File: src/rtl/if_id_stage_reg.sv
// IF/ID pipeline register: captures fetch PC/instruction, drives freeze and redirect back to fetch, squashes wrong-path slots.
// Latency: fetch -> ID outputs 1 cycle; freeze/brTaken/brOffset/flushIdEx are combinational, same cycle as their causes.
// Backpressure: a load-use stall holds the ID slot and freezes fetch; a taken EX branch overrides the stall.
module if_id_stage_reg #(
    parameter int              IF_LATENCY = 1,
    parameter logic [31:0]     NOP_INSTR  = 32'h0000_0000,
    parameter int              CNT_W      = 16
) (
    input  logic              clk,
    input  logic              rst,
    input  logic [31:0]       PC,
    input  logic [31:0]       instruction,
    input  logic              stallReq,
    input  logic              exBrTaken,
    input  logic              exValid,
    input  logic [31:0]       exBrOffset,
    output logic              freeze,
    output logic              brTaken,
    output logic [31:0]       brOffset,
    output logic              flushIdEx,
    output logic [31:0]       idPC,
    output logic [31:0]       idInstruction,
    output logic              idValid,
    output logic [CNT_W-1:0]  stallCount,
    output logic [CNT_W-1:0]  flushCount
);

    typedef enum logic {RUN = 1'b0, FLUSH = 1'b1} state_t;

    // Squash slots still owed after the one loaded on the redirect edge, minus one.
    localparam logic [1:0]       SQ_INIT = (IF_LATENCY > 1) ? 2'(IF_LATENCY - 2) : 2'd0;
    localparam logic [CNT_W-1:0] CNT_ONE = {{(CNT_W-1){1'b0}}, 1'b1};
    localparam logic [CNT_W-1:0] CNT_MAX = {CNT_W{1'b1}};

    state_t     state;
    logic [1:0] sq;
    logic       br;
    logic       run_view;

    assign br        = exBrTaken & exValid;
    // While reset is asserted the control outputs behave as if already in RUN.
    assign run_view  = rst | (state == RUN);
    assign brTaken   = br;
    assign brOffset  = br ? exBrOffset : 32'h0;
    assign flushIdEx = br;
    assign freeze    = stallReq & ~br & run_view;

    always_ff @(posedge clk) begin
        if (rst) begin
            state         <= RUN;
            sq            <= 2'd0;
            idPC          <= 32'h0;
            idInstruction <= NOP_INSTR;
            idValid       <= 1'b0;
            stallCount    <= '0;
            flushCount    <= '0;
        end else begin
            case (state)
                RUN: begin
                    if (br) begin
                        idPC          <= PC;
                        idInstruction <= NOP_INSTR;
                        idValid       <= 1'b0;
                        if (flushCount != CNT_MAX)
                            flushCount <= flushCount + CNT_ONE;
                        if (IF_LATENCY > 1) begin
                            sq    <= SQ_INIT;
                            state <= FLUSH;
                        end
                    end else if (stallReq) begin
                        if (stallCount != CNT_MAX)
                            stallCount <= stallCount + CNT_ONE;
                    end else begin
                        idPC          <= PC;
                        idInstruction <= instruction;
                        idValid       <= 1'b1;
                    end
                end
                FLUSH: begin
                    idPC          <= PC;
                    idInstruction <= NOP_INSTR;
                    idValid       <= 1'b0;
                    if (br) begin
                        // A fresh redirect restarts the squash window.
                        if (flushCount != CNT_MAX)
                            flushCount <= flushCount + CNT_ONE;
                        sq <= SQ_INIT;
                    end else if (sq == 2'd0) begin
                        state <= RUN;
                    end else begin
                        sq <= sq - 2'd1;
                    end
                end
                default: state <= RUN;
            endcase
        end
    end

endmodule

File: config.mk
export PLATFORM = sky130hd
export DESIGN_NAME = if_id_stage_reg
export DESIGN_NICKNAME = d
export VERILOG_FILES = /design/src/rtl/if_id_stage_reg.sv
export SDC_FILE = /design/constraint.sdc
export NUM_CORES = 1
export LEC_CHECK = 0
export CAP_MARGIN = 20
export CORE_MARGIN = 1
export CORE_UTILIZATION = 42
export DETAILED_ROUTE_END_ITERATION = 7
export HOLD_SLACK_MARGIN = 0.08
export PLACE_DENSITY = 0.94
export SLEW_MARGIN = 0
export SYNTH_ARGS = -nofsm -noshare
export SYNTH_HDL_FRONTEND = slang
export SYNTH_SLANG_ARGS = --single-unit
File: constraint.sdc
create_clock -name clk -period 3.1 [get_ports clk]
set_input_delay 0.465 -clock clk [delete_from_list [all_inputs] [get_ports clk]]
set_output_delay 0.465 -clock clk [all_outputs]
set_load 0.005 [all_outputs]
# Yosys cells after proc, flatten, opt, wreduce, memory -nomap -nowiden
# Cells that the tools add are included.
# totals
register_bits	100
latchBits	0
ram_bits	0
rom_bits	0
input_bits	101
out_inout_bits	132
wordCells	41
memories	0
# op_classes
addsub	3
multipliers	0
n_div	0
n_lt_le_gt_ge	0
eq_ne	4
shifts	0
n_mux	16
n_bitwise	6
reduce_logical	5
# ops
operator	n
two-way mux 32 bit	5
one-hot mux 32 bit (2 select lines)	2
adder 16 x 1 -> 16 bit (second input constant)	2
two-way mux 16 bit	2
!= test 16 bit (second input constant)	2
two-way mux 1 bit	4
two-way mux 2 bit	2
AND reduction 2 bit	2
AND reduction 4 bit	1
AND 1 bit	3
!= test 3 bit (second input constant)	1
zero test 2 bit	1
!= test 2 bit (second input constant)	1
NOT 1 bit	2
one-hot mux 1 bit (2 select lines)	1
OR reduction 2 bit	1
subtractor 2 x 1 -> 2 bit (second input constant)	1
OR 1 bit	1

# Longest topological paths before layout
# depth
depth_word	4
mapped_depth	8

# Worst setup path before layout
# OpenSTA, ideal clock, no wires.
# synth_timing
path_kind	register -> register
start	register stallCount[0]
end	register stallCount[15]
setup_ns	0.121
t_arrival_ns	1.737
t_required_ns	2.979
path_slack_ns	1.242
path_stages_with_launch	7
n_path_buf	0
cell_sequence	dfxtp_1 > ha_1 > inv_1 > nor4_4 > nor3_1 > nand4_1 > mux2_2
# synth_via
elab_chain_len	2
# synth_rtl
element	line	text
from (decl)	24	output logic [CNT_W-1:0] stallCount,
from (signal assigned)	72	stallCount <= stallCount + CNT_ONE;
parallel branches: the longest is 2 deep, another holds adder 16 x 1 -> 16 bit	--	
# Several ways; the timed one is not identified.
# A chain may end at the register's enable or synchronous reset.

# Worst setup path in the final report
# layout_timing
start	input exValid
end	output brOffset[10]
# layout_via
elab_chain_len	2
# layout_rtl
element	line	text
from (decl)	15	input logic exValid,
AND 1 bit	40	assign br = exBrTaken & exValid;
two-way mux 32 bit	44	assign brOffset = br ? exBrOffset : 32'h0;
to (decl)	19	output logic [31:0] brOffset,
# No other way between the ends.

==> results list <==
- Number of levels in the clock H-tree: 3
* Slew at the pin closest to its max-slew limit: 1010 ps
- The largest total area in the synthesized netlist belongs to sky130_fd_sc_hd__dfxtp_1.
- Std-Cell Rows: 36
- For the worst setup path, the data required time is 2630 ps.
* Final core occ: 0.700
- The mapped netlist covers 0.00419 mm2.
* Critical path class: input port to output port
- TritonCTS clock tree: built
- In the routed design, unresolved DRC markers number 0.
- Gr ovfl total: 0
* Portion of netlist area occupied by mux cells: 0.00508
- Proportion of netlist area held by the largest area contributor: 0.478
* Routed wire length: 13000 um
- Dividing the final minimum period by the clock period gives 0.783.
* Top cell types by occurrence after synthesis: 100 x sky130_fd_sc_hd__dfxtp_1, 79 x sky130_fd_sc_hd__nand2_1, 68 x sky130_fd_sc_hd__nor2_1
* Wire length of the first global-routing pass: 19600 um
- Count of nets after finishing: 813
- The final number of hold-violating endpoints came to 0.
- Yosys warnings: 0
* Critical path startpoint category: input port
* Max-capacitance violation count: 0
* Static leakage: 2.57 nW
- Worst path cell trace: clkdlybuf4s50_1 -> buf_4 -> and3_1 -> clkdlybuf4s50_1
* Post-synthesis async set-or-reset flop share: 0
- The initial antenna violation count is 1.
- Top cells by area in the synthesized netlist: sky130_fd_sc_hd__dfxtp_1 48%, sky130_fd_sc_hd__nand2_1 7.1%, sky130_fd_sc_hd__nor2_1 6.1%
* Main combinational cell family by area after synthesis: simple AND/OR/NAND/NOR gates
* Source-to-sink clock delay at the later pin of the worst-skew pair: 360 ps
* GRT Resource Usage Total: 0.242
- The worst-case IR drop observed on VDD is 0.210 mV.
- In this run the power density over the cells is 398 mW/mm2.
* Share of the synthesized area in compound gates (AO/OA/AOI/OAI): 0.124
- Clock tree synthesis found a total of 100 sinks.
- Via density: 5.27
* Dpl cell area: 0.00659 mm2
- Starting Density: 0.430
* Cell area after layout: 0.00681 mm2
- Hold slack final: 403 ps
- Area of the core region: 0.00973 mm2
* Post-synthesis share of cell area spent on and, or, nand and nor gates: 0.289
- Sum of negative setup slack: 0 ps
* Number of instances in the synthesized netlist: 493
- Critical-path top delay cell: sky130_fd_sc_hd__clkdlybuf4s50_1
- Cell occurring most often along the worst timing path: sky130_fd_sc_hd__clkdlybuf4s50_1
- For this run, the register share of the synthesized area comes to 0.478.
- In this run the deepest clock path goes through 2 buffers.
* Slew Limit Headroom: 0.328
- Cts bufs inserted: 9
- ANT nets after route: 0
- Number of buffers inserted by post-CTS setup repair: 0
- Of the total synthesized cell area, the portion taken by full adders, half adders and majority gates is 0.00896.
- Maximum single-stage delay on the critical path: 500 ps
- The worst hold path belongs to the class input port to flip-flop.
* Number of nets produced by synthesis: 597
- Fill cells in the final layout number 762.
- First-pass iteration count of the detailed router: 5
- Fraction of synthesized cell area in xor and xnor cells: 0.0481
- The congestion estimate from routability-driven global placement came to 0.843.
* Library cells used by synthesis: 44
- The worst path in the final design needs a cycle of 2430 ps, including I/O delays and setup.
- By instance count, the leading cell after synthesis is sky130_fd_sc_hd__dfxtp_1.
- Of the cells placed in the final design, the portion with a size suffix greater than 1 is 0.0504.
* Largest net degree at the start of global routing: 101
* X dimension of the die: 102 um
- Resized Gates After CTS: 0
* Count of boundary I/O pins: 233
- After clock tree synthesis, the clock-pin slew on the worst setup and hold paths is 80 ps.
* Vias in the first global route: 4295
- Unrepaired setup endpoints after global routing: no
* Avg Inst Size Synth: 8.49 um2
- The most used flip-flop cell after synthesis is sky130_fd_sc_hd__dfxtp_1.
- Dividing the detail-routed wire length by the instance count gives 15.4 um.
* Outcome: finished, final reports clean
* Input/output buffers: 232
- Worst-path fanout max: 35
* Yosys reg bits: 100
- The detailed router placed 4465 vias in this run.
* DR iter-0 viols: 184
* Clock tree root driver cell: sky130_fd_sc_hd__clkbuf_8
- Summed over all nets, the half-perimeter wirelength after detailed placement is 9630 um.
- Final-report max-slew violation count: 0
- Number of enable-type register cells in the synthesized netlist: 0
* Final setup vio count: 0
- Arrival time of data at the critical path endpoint: 1960 ps
- STA classifies the critical path endpoint as an output port.
* Achievable Freq: 412 MHz
- Clock Skew: 8.72 ps
- Area delta synth->final: 62.7%
- Post-CTS Hold Fix Bufs: 0
- The floorplan step set the die height to 102 um.
- Die outline area: 0.0104 mm2
layout by cell type (no fill, tap or decap), types with 2 or more instances in the layout:
cell type                         count
sky130_fd_sc_hd__buf_12               2
sky130_fd_sc_hd__inv_1                9
sky130_fd_sc_hd__a22oi_1             32
sky130_fd_sc_hd__bufinv_16            2
sky130_fd_sc_hd__o21ai_0              2
sky130_fd_sc_hd__a211oi_1             2
sky130_fd_sc_hd__clkbuf_1             2
sky130_fd_sc_hd__dfxtp_1            100
sky130_fd_sc_hd__and3_1              36
sky130_fd_sc_hd__buf_4                5
sky130_fd_sc_hd__nor2_1              68
sky130_fd_sc_hd__nand4_2              2
sky130_fd_sc_hd__nor3_1              15
sky130_fd_sc_hd__xnor2_1             17
sky130_fd_sc_hd__a21oi_1             39
sky130_fd_sc_hd__ha_1                 3
sky130_fd_sc_hd__nor3b_1              2
sky130_fd_sc_hd__nand2_1             79
sky130_fd_sc_hd__nand4_1             10
sky130_fd_sc_hd__nor4_2               4
sky130_fd_sc_hd__clkdlybuf4s50_1    231
sky130_fd_sc_hd__nand3_1              9
sky130_fd_sc_hd__clkbuf_8            10
sky130_fd_sc_hd__and4_1               2
sky130_fd_sc_hd__xor2_1               6
sky130_fd_sc_hd__nor4_1               2
stage by stage:
step	setup slack (ps)	std cells	power, mW
5_1_grt	579	847	2.84
3_3_place_gp	732	831	1.83
6_report	671	848	2.71
2_1_floorplan	1240	493	1.54
3_5_place_dp	677	831	1.85
4_1_cts	683	847	2.74
registers in the layout (all words and copies together) (netlist names):
name,count
sq,2
state,1
flushCount,16
idPC,32
idInstruction,32
stallCount,16
idValid,1
metal layers:
metal	share of wire	global-route usage	up-vias
li1	-	-	2128
met1	0.36	0.251	2066
met2	0.52	0.452	227
met3	0.082	0.0499	44
met4	0.038	0.138	0
met5	0	0	-
worst max-delay path: cells and delay by family:
kind | cells | cell delay, ps
buffers and inverters | 3 | 1290
AND/OR/NAND/NOR | 1 | 200
where the power goes:
group / internal (mW) / leakage [nW] / switching, mW
clock network: 0.476 / 0.107 / 0.422
logic: 0.282 / 1.64 / 0.168
registers: 1.33 / 0.818 / 0.0306
final cells by class:
cell class,count,area (um2),share of cell area
Timing Repair Buffer,239,2390,0.352
Sequential cell,100,2000,0.294
Multi-Input combinational cell,350,1990,0.293
Tap cell,133,166,0.0244
Clock buffer,12,145,0.0213
Clock inverter,4,72.6,0.0107
Inverter,9,33.8,0.00496
Antenna cell,1,2.50,0.000367
cell families (layout without fill, tap and decap cells):
| family | Yosys count | count (layout) |
|---|---|---|
| muxes | 2 | 2 |
| other | 0 | 1 |
| adders and majority gates | 3 | 3 |
| AOI/OAI and AO/OA | 80 | 80 |
| and+or+nand+nor | 242 | 242 |
| xor gates and xnor gates | 23 | 23 |
| buffers and inverters | 43 | 264 |
| DFF | 100 | 100 |
path summary, 6_finish.rpt:
check	startpoint	to	slack [ps]	cells after the start
hold reg to reg	idPC[28]$_SDFFE_PP0P_	idPC[28]$_SDFFE_PP0P_	460	2
hold / removal	rst	state$_SDFF_PN0_	400	3
setup / recovery	exValid	brOffset[10]	670	4
setup reg to reg	stallCount[0]$_SDFFE_PP0P_	stallCount[15]$_SDFFE_PP0P_	940	6
Power figures use the tool's default switching activity.
